**config.mk**
```make
export PLATFORM = sky130hd
export DESIGN_NAME = spi_reg_slave
export DESIGN_NICKNAME = d
export VERILOG_FILES = /design/src/rtl/spi_reg_slave.sv
export SDC_FILE = /design/constraint.sdc
export NUM_CORES = 1
export LEC_CHECK = 0
export ABC_AREA = 0
export CORE_UTILIZATION = 53
export CTS_CLUSTER_SIZE = 40
export DETAILED_ROUTE_END_ITERATION = 10
export DONT_BUFFER_PORTS = 1
export GPL_ROUTABILITY_DRIVEN = 0
export PLACE_DENSITY = 0.68
export SKIP_LAST_GASP = 1
export SLEW_MARGIN = 25
export SYNTH_ARGS = -nofsm -noshare
export SYNTH_HDL_FRONTEND = slang
export SYNTH_SLANG_ARGS = --single-unit
export TNS_END_PERCENT = 5
```
**constraint.sdc**
```tcl
create_clock -name clk -period 6.3 [get_ports clk]
set_input_delay 1.89 -clock clk [delete_from_list [all_inputs] [get_ports clk]]
set_output_delay 1.89 -clock clk [all_outputs]
set_load 0.005 [all_outputs]
```
**src/rtl/spi_reg_slave.sv**
```systemverilog
`default_nettype none
// ============================================================================
// spi_reg_slave : SPI mode-0 slave register bank, oversampled by clk.
// Macro SPI_REG_SLAVE_ID_EN turns reg0 into a read-only ID_VALUE register.
// Revision: 1.0
// ============================================================================
module spi_reg_slave #(
  parameter int         NREGS    = 16,
  parameter int         ADDR_W   = 4,
  parameter logic [7:0] ID_VALUE = 8'hA5
) (
  input  logic                  clk,
  input  logic                  rst_n,
  input  logic                  spi_sck_i,
  input  logic                  spi_scs_i,
  input  logic                  spi_sdi_i,
  output logic                  spi_sdo_o,
  output logic                  spi_sdo_oe_o,
  output logic [NREGS*8-1:0]    regs_o,
  output logic                  wr_strobe_o,
  output logic [ADDR_W-1:0]     wr_addr_o,
  output logic                  busy_o
);

`ifdef SPI_REG_SLAVE_ID_EN
  localparam logic [7:0] REG0_RST = ID_VALUE;
`else
  // ID_VALUE only has an effect when the ID register is enabled.
  localparam logic [7:0] REG0_RST = ID_VALUE & 8'h00;
`endif

  typedef enum logic [1:0] {IDLE, CMD, WDATA, RDATA} state_t;

  state_t            state_q, state_d;
  logic [2:0]        sck_sync_q, sck_sync_d;
  logic [2:0]        scs_sync_q, scs_sync_d;
  logic [1:0]        sdi_sync_q, sdi_sync_d;
  logic [2:0]        bit_cnt_q, bit_cnt_d;
  logic [6:0]        shift_in_q, shift_in_d;
  logic [7:0]        shift_out_q, shift_out_d;
  logic [ADDR_W-1:0] addr_q, addr_d;
  logic              sdo_q, sdo_d;
  logic              wr_strobe_q, wr_strobe_d;
  logic [ADDR_W-1:0] wr_addr_q, wr_addr_d;
  logic [7:0]        regs_q [NREGS];
  logic [7:0]        regs_d [NREGS];

  logic              sck_rise, sck_fall, scs_rise, scs_fall;
  logic [7:0]        byte_in;
  logic [ADDR_W-1:0] cmd_addr;

  assign sck_rise = sck_sync_q[1] & ~sck_sync_q[2];
  assign sck_fall = ~sck_sync_q[1] & sck_sync_q[2];
  assign scs_rise = scs_sync_q[1] & ~scs_sync_q[2];
  assign scs_fall = ~scs_sync_q[1] & scs_sync_q[2];
  assign byte_in  = {shift_in_q, sdi_sync_q[1]};
  assign cmd_addr = byte_in[ADDR_W-1:0];

  always_comb begin
    sck_sync_d  = {sck_sync_q[1:0], spi_sck_i};
    scs_sync_d  = {scs_sync_q[1:0], spi_scs_i};
    sdi_sync_d  = {sdi_sync_q[0], spi_sdi_i};
    state_d     = state_q;
    bit_cnt_d   = bit_cnt_q;
    shift_in_d  = shift_in_q;
    shift_out_d = shift_out_q;
    addr_d      = addr_q;
    sdo_d       = sdo_q;
    wr_strobe_d = 1'b0;
    wr_addr_d   = wr_addr_q;
    regs_d      = regs_q;

    // A deselect in the same clk as an sck edge takes priority over it.
    if (scs_rise) begin
      state_d = IDLE;
    end else if (state_q == IDLE) begin
      if (scs_fall) begin
        state_d    = CMD;
        bit_cnt_d  = 3'd0;
        shift_in_d = 7'd0;
      end
    end else if (sck_rise) begin
      shift_in_d = byte_in[6:0];
      bit_cnt_d  = bit_cnt_q + 3'd1;
      if (bit_cnt_q == 3'd7) begin
        case (state_q)
          CMD: begin
            if (byte_in[7]) begin
              state_d = WDATA;
              addr_d  = cmd_addr;
            end else begin
              state_d     = RDATA;
              shift_out_d = regs_q[cmd_addr];
              addr_d      = cmd_addr + ADDR_W'(1);
            end
          end
          WDATA: begin
`ifdef SPI_REG_SLAVE_ID_EN
            if (addr_q != '0) begin
              regs_d[addr_q] = byte_in;
              wr_strobe_d    = 1'b1;
              wr_addr_d      = addr_q;
            end
`else
            regs_d[addr_q] = byte_in;
            wr_strobe_d    = 1'b1;
            wr_addr_d      = addr_q;
`endif
            addr_d = addr_q + ADDR_W'(1);
          end
          RDATA: begin
            shift_out_d = regs_q[addr_q];
            addr_d      = addr_q + ADDR_W'(1);
          end
          default: ;
        endcase
      end
    end else if (sck_fall && state_q == RDATA) begin
      sdo_d       = shift_out_q[7];
      shift_out_d = {shift_out_q[6:0], 1'b0};
    end

    if (state_d != RDATA) sdo_d = 1'b0;
  end

  always_ff @(posedge clk or negedge rst_n) begin
    if (!rst_n) begin
      state_q     <= IDLE;
      sck_sync_q  <= 3'b000;
      scs_sync_q  <= 3'b111;
      sdi_sync_q  <= 2'b00;
      bit_cnt_q   <= 3'd0;
      shift_in_q  <= 7'd0;
      shift_out_q <= 8'd0;
      addr_q      <= '0;
      sdo_q       <= 1'b0;
      wr_strobe_q <= 1'b0;
      wr_addr_q   <= '0;
      for (int i = 0; i < NREGS; i++) regs_q[i] <= (i == 0) ? REG0_RST : 8'h00;
    end else begin
      state_q     <= state_d;
      sck_sync_q  <= sck_sync_d;
      scs_sync_q  <= scs_sync_d;
      sdi_sync_q  <= sdi_sync_d;
      bit_cnt_q   <= bit_cnt_d;
      shift_in_q  <= shift_in_d;
      shift_out_q <= shift_out_d;
      addr_q      <= addr_d;
      sdo_q       <= sdo_d;
      wr_strobe_q <= wr_strobe_d;
      wr_addr_q   <= wr_addr_d;
      regs_q      <= regs_d;
    end
  end

  for (genvar i = 0; i < NREGS; i++) begin : g_flat
    assign regs_o[8*i +: 8] = regs_q[i];
  end

  assign spi_sdo_o    = sdo_q;
  assign spi_sdo_oe_o = ~scs_sync_q[1];
  assign wr_strobe_o  = wr_strobe_q;
  assign wr_addr_o    = wr_addr_q;
  assign busy_o       = (state_q != IDLE);

endmodule
`default_nettype wire

```
==> impl_metrics.tcl, run 1 <==
set metrics [dict create \
    synth-async-reset-ratio_pct 100 \
    synth_enable_flop_cells 0 \
    setup_total_negative_slack_ps 0 \
    yosys.cell_types.count 52 \
    start_kind "register" \
    drt-initial-drc-count 388 \
    wl_per_cell_um 27.8 \
    clkSlewWorstSetupHoldPaths_ps 60 \
    synthesis.yosys.warnings 0 \
    synth.yosys.seq_area_share_pct 47.7 \
    timing.critical_path.arrival_ps 1500 \
    die_h_um 130 \
    number_of_optimization_iterations_in_the_first_detailed_route_pass 7 \
    antenna_found_initial 0 \
    grt_setup_unrepaired "no" \
    cts-resized-gates 0 \
    setup.worst_path.end_class "primary output" \
    die_width_um 130 \
    routed_wirelength_um 24000 \
    post_syn_area_per_cell_sq_um 13.3 \
    global_route.overflow_total 0 \
    hold_viol_final 0 \
    layout_nets 648 \
    place_inst 832 \
    r2r-end "regs_o[44]$_DFFE_PN0P_" \
    route.vias.total 5763 \
    drc_errors 0 \
    port_buffers 0 \
    period_share_pct 53.8 \
    cp.buffers_inverters 1 \
    clock_skew_ps 12.8 \
    cap_viol_max_count 0 \
    cts_root_buffer "sky130_fd_sc_hd__clkbuf_16" \
    area_growth_syn_to_layout_pct 8.59 \
    fp.coreArea_sq_mm 0.0159 \
    worst_hold_path.endpoint "scs_sync_q[1]$_DFF_PN1_" \
    global_route_wire_length_before_repair_um 36600 \
    crit_chain "nor2_1 > clkinv_1" \
    layout.filler_cells 1280 \
    grtUsageTotal_pct 30.1 \
    final_antenna_violating_net_count 0 \
    cts_htree_levels 4 \
    placement.setup.worst_slack_ps 3390 \
    cts_tree "done" \
    timing.slew.headroom_pct 37.7 \
    effective_utilization_at_floorplan_pct 54.6 \
    worstHoldPathCells 0 \
    post_cts_buffers 0 \
    worst_r2r_startpoint "state_q[1]$_DFF_PN0_" \
    setup_viol 0 \
    via_per_inst 6.66 \
    ff2ff_path_depth 5 \
    post-dp-hpwl_um 16100 \
    finalCriticalPeriod_ps 3390 \
    postCtsHoldBufs 0 \
    total_area_of_multi_input_combinational_cells_sq_mm 0.00434 \
    rrSetupSlack_ps 3420 \
    clock_tree.buffer_depth 2 \
    min-delay-start "scs_sync_q[0]$_DFF_PN1_" \
    worstSkewPairLatency_ps 440 \
    final_cell_mix "sky130_fd_sc_hd__dfrtp_1, sky130_fd_sc_hd__mux2_2, sky130_fd_sc_hd__nand2_1" \
    yosys_register_bits 166 \
    die-area_sq_mm 0.0170 \
    synth_flop_cell "sky130_fd_sc_hd__dfrtp_1" \
    numClockSinks 166 \
    synth.net_count 668 \
    finalMaxSlewViolations 0 \
    vdd_ir_drop_max_uv 193 \
    slowest_delay_ps 530 \
    layoutNonFillerInstCount 865 \
    maxClockFrequency_mhz 295 \
    worst_slack_ps 2910 \
    pwr_density_cell_mw_per_mm2 237 \
    drive_above_1_share_pct 40.1 \
    synthesis.instances 656 \
    critical_path_top_delay_cell "sky130_fd_sc_hd__dfrtp_1" \
    worstMarginPinSlew_ps 934 \
    cts_made_buffers 17 \
    timing.critical_path.max_delay_family "flip-flops" \
    first_global_vias 5990 \
    timing.hold.worst.class "register to register" \
    syn-cell-area_sq_mm 0.00871 \
    p_leak_nw 4.13 \
    critical_path.max_fanout 15 \
    layout.cells.most_common "sky130_fd_sc_hd__dfrtp_1" \
    criticalPathCategory "register to primary output" \
    p_total_mw 2.24 \
    pin_count_of_the_biggest_net_entering_global_routing 167 \
    ff_latch_area_sq_mm 0.00416 \
    timing.critical_path.required_ps 4410 \
    run_status "finished, final reports clean" \
    num_antenna_cells 0 \
    io_pins 141 \
    core.rowCount 46 \
]
==> synth_stat cells (2+ instances only) <==
master	n	area [sq um]
sky130_fd_sc_hd__dfrtp_1	163	4080
sky130_fd_sc_hd__mux2_2	157	1770
sky130_fd_sc_hd__nand2_1	55	206
sky130_fd_sc_hd__mux4_2	45	1010
sky130_fd_sc_hd__clkbuf_1	34	128
sky130_fd_sc_hd__mux2i_1	27	270
sky130_fd_sc_hd__a21oi_1	18	90.1
sky130_fd_sc_hd__nor2_1	12	45.0
sky130_fd_sc_hd__nor2_2	12	75.1
sky130_fd_sc_hd__buf_2	11	55.1
sky130_fd_sc_hd__nor2b_1	10	62.6
sky130_fd_sc_hd__o21ai_0	10	50.1
sky130_fd_sc_hd__ha_1	7	87.6
sky130_fd_sc_hd__nand3_1	7	35.0
sky130_fd_sc_hd__o221ai_1	7	61.3
sky130_fd_sc_hd__a22o_1	6	52.6
sky130_fd_sc_hd__nand2b_1	6	37.5
sky130_fd_sc_hd__a221oi_1	5	43.8
sky130_fd_sc_hd__inv_1	5	18.8
sky130_fd_sc_hd__nor3_1	5	25.0
sky130_fd_sc_hd__o2111ai_1	5	43.8
sky130_fd_sc_hd__o211ai_1	4	30.0
sky130_fd_sc_hd__o22ai_1	4	25.0
sky130_fd_sc_hd__a211oi_1	3	22.5
sky130_fd_sc_hd__a311oi_1	3	26.3
sky130_fd_sc_hd__dfstp_2	3	78.8
sky130_fd_sc_hd__nor3_4	3	48.8
sky130_fd_sc_hd__a31oi_1	2	12.5
sky130_fd_sc_hd__nor3b_1	2	15.0
sky130_fd_sc_hd__o311ai_0	2	17.5
sky130_fd_sc_hd__xor2_1	2	17.5
==> worst max-delay path by stage <==
| stage | start | end | slack [ps] | depth (start not counted) |
|---|---|---|---|---|
| CTS | state_q[1]$_DFF_PN0_ | busy_o | 2920 | 2 |
| global route | state_q[1]$_DFF_PN0_ | busy_o | 2790 | 2 |
| finish | state_q[1]$_DFF_PN0_ | busy_o | 2910 | 2 |
| detailed placement | state_q[1]$_DFF_PN0_ | busy_o | 3390 | 2 |
| global placement | state_q[1]$_DFF_PN0_ | busy_o | 3460 | 2 |
| floorplan | state_q[0]$_DFF_PN0_ | busy_o | 3510 | 3 |
==> stage by stage <==
step                      util [%]  hold WS [ps]  instance area [sq um]
after floorplan                  -           331                   8710
after global placement        55.5           347                   8850
after detailed placement      55.5           351                   8850
after CTS                     59.2           359                   9440
after global routing          59.3           368                   9460
final                         59.3           360                   9460
==> power breakdown <==
group | internal (mW) | switching, mW | total, mW | leakage [nW]
combinational | 0.0325 | 0.0450 | 0.0775 | 1.55
sequential | 1.07 | 0.0221 | 1.10 | 2.29
clock | 0.644 | 0.422 | 1.07 | 0.292
total | 1.75 | 0.489 | 2.24 | 4.13
==> state kept, by name (all words and copies together), names as in the netlist <==
register	flops
addr_q	4
bit_cnt_q	3
regs_o	128
sck_sync_q	3
scs_sync_q	3
sdi_sync_q	2
shift_in_q	7
shift_out_q	8
spi_sdo_o	1
state_q	2
wr_addr_o	4
wr_strobe_o	1
==> per-layer routing <==
layer  track usage, %  up-vias  routed length (um)
li1                 -     2430                   -
met1             39.5     3078                9720
met4             11.6        0                 554
met3             8.61       35                1780
met2             47.6      220               12000
met5                0        -                   0
==> kinds of logic after synthesis <==
group                      share of synthesized area, %
adders and majority gates                          1.01
and+or+nand+nor                                    7.15
AOI/OAI and AO/OA                                  6.31
DFF                                                47.7
muxes                                              35.0
buffers and inverters                              2.48
xor gates and xnor gates                          0.302
==> layout make-up <==
cell class                      instances  area share [%]
Clock buffer                           24            4.99
Clock inverter                          8            1.30
Inverter                                6           0.238
Multi-Input combinational cell        437            45.9
Sequential cell                       166            44.0
Tap cell                              216            2.86
Timing Repair Buffer                    8           0.767
No activity file was read; power rests on OpenSTA's default activity.
==> run 2, diff against run 1 <==
--- a/config.mk
+++ b/config.mk
@@ -11,7 +11,7 @@
 export DETAILED_ROUTE_END_ITERATION = 10
 export DONT_BUFFER_PORTS = 1
 export GPL_ROUTABILITY_DRIVEN = 0
-export PLACE_DENSITY = 0.68
+export PLACE_DENSITY = 0.71
 export SKIP_LAST_GASP = 1
 export SLEW_MARGIN = 25
 export SYNTH_ARGS = -nofsm -noshare
==> constraint.sdc (replaced) <==
create_clock -name clk -period 3.1 [get_ports clk]
set_input_delay 0.93 -clock clk [delete_from_list [all_inputs] [get_ports clk]]
set_output_delay 0.93 -clock clk [all_outputs]
set_load 0.005 [all_outputs]
==> impl_metrics.tcl, run 2 (synthesis results as in run 1) <==
set metrics [dict create \
    die-area_sq_mm 0.0170 \
    cap_viol_max_count 0 \
    layout_nets 663 \
    worstSkewPairLatency_ps 440 \
    die_h_um 130 \
    route.vias.total 6060 \
    final_cell_mix "sky130_fd_sc_hd__dfrtp_1, sky130_fd_sc_hd__mux2_2, sky130_fd_sc_hd__nand2_1" \
    finalMaxSlewViolations 0 \
    critical_path_top_delay_cell "sky130_fd_sc_hd__nor2_2" \
    largest_register_ffs 128 \
    routed_wirelength_um 24700 \
    vdd_ir_drop_max_uv 388 \
    crit_chain "inv_1 > nor4_4 > nand2_1 > nor2_2 > mux2_2" \
    via_per_inst 6.89 \
    p_leak_nw 4.20 \
    layout.cells.most_common "sky130_fd_sc_hd__dfrtp_1" \
    setup.worst_path.end_class "register" \
    final_antenna_violating_net_count 0 \
    pwr_density_cell_mw_per_mm2 472 \
    maxClockFrequency_mhz 362 \
    run_status "finished, final reports clean" \
    timing.slew.headroom_pct 42.5 \
    num_antenna_cells 0 \
    detailed_place.area_sq_mm 0.00898 \
    clock_skew_ps 5.63 \
    cts_made_buffers 17 \
    period_share_pct 89.1 \
    finalCriticalPeriod_ps 2760 \
    cts_htree_levels 4 \
    post_cts_buffers 0 \
    hold_viol_final 0 \
    setup_viol 0 \
    fp.coreArea_sq_mm 0.0159 \
    io_pins 141 \
    grt_setup_unrepaired "no" \
    core.rowCount 46 \
    drive_above_1_share_pct 42.2 \
    slowest_delay_ps 620 \
    global_route_wire_length_before_repair_um 37800 \
    clock_tree.buffer_depth 2 \
    layout.filler_cells 1234 \
    worstMarginPinSlew_ps 855 \
    wl_per_cell_um 28.1 \
    timing.critical_path.arrival_ps 3080 \
    timing.hold.worst.class "primary input to async pin" \
    grtUsageTotal_pct 31.1 \
    antenna_found_initial 0 \
    first_global_vias 6008 \
    number_of_optimization_iterations_in_the_first_detailed_route_pass 5 \
    post-dp-hpwl_um 16900 \
    drc_errors 0 \
    die_width_um 130 \
    layout.cell_area.non_filler_sq_mm 0.00956 \
    criticalPathCategory "register to register" \
    setup_total_negative_slack_ps 0 \
    numClockSinks 166 \
    start_kind "register" \
    postCtsHoldBufs 0 \
    critical_path.max_fanout 15 \
    cts-resized-gates 0 \
    cts_tree "done" \
    effective_utilization_at_floorplan_pct 54.6 \
    timing.critical_path.required_ps 3420 \
    drt-initial-drc-count 623 \
    global_route.overflow_total 0 \
    cts_root_buffer "sky130_fd_sc_hd__clkbuf_16" \
    area_growth_syn_to_layout_pct 9.77 \
    clkSlewWorstSetupHoldPaths_ps 70 \
    port_buffers 0 \
    pin_count_of_the_biggest_net_entering_global_routing 167 \
]
-- run 2: where the power goes --
part           internal [mW]  switching (mW)  leakage (nW)
Combinational         0.0720          0.0971          1.62
Sequential              2.18          0.0386          2.29
Clock                   1.22           0.896         0.288
Total                   3.48            1.03          4.20
-- run 2: metal layers --
metal	part of all wire, %	up-vias	global-route usage (%)
li1	-	2468	-
met1	39	3170	40.8
met2	47	354	47.2
met3	9.5	68	9.23
met4	3.8	0	15.3
met5	0	-	0
-- run 2: final timing paths --
check                      slack [ps]                     from  cells past startpoint                 endpoint
setup / recovery                  340     state_q[1]$_DFF_PN0_                      5  regs_o[111]$_DFFE_PN0P_
hold / removal                    180                    rst_n                      0   regs_o[69]$_DFFE_PN0P_
setup reg to reg                  340     state_q[1]$_DFF_PN0_                      5  regs_o[111]$_DFFE_PN0P_
hold reg to reg                   360  sdi_sync_q[0]$_DFF_PN0_                      0  sdi_sync_q[1]$_DFF_PN0_
max in group asynchronous        2650                    rst_n                      0   regs_o[24]$_DFFE_PN0P_
min in group clk                  360  sdi_sync_q[0]$_DFF_PN0_                      0  sdi_sync_q[1]$_DFF_PN0_
-- run 2: cell type report --
cell class	instances	area (sq um)	share of cell area [%]
clock inverter	13	131	1.37
timing repair buffer	23	185	1.94
multi-input combinational	437	4340	45.4
sequential	166	4160	43.5
tap	216	270	2.83
inverter	6	22.5	0.236
clock buffer	19	453	4.74
-- run 2: per-stage QoR --
step / setup WS, ps / hold WS [ps] / instances / power [mW] / utilization [%]
after floorplan: 864 / 331 / 656 / 2.38 / -
after global placement: 497 / 342 / 848 / 2.42 / 56.3
after detailed placement: 459 / 343 / 848 / 2.43 / 56.3
after CTS: 428 / 176 / 880 / 4.53 / 60.0
after global routing: 269 / 171 / 880 / 4.64 / 60.0
final: 339 / 183 / 880 / 4.51 / 60.0
-- run 2: critical path, delay by kind of cell (launching register included) --
kind / cells / cell delay [ps]
muxes: 1 / 410
buffers and inverters: 1 / 200
and+or+nand+nor: 3 / 1430
DFF: 1 / 600
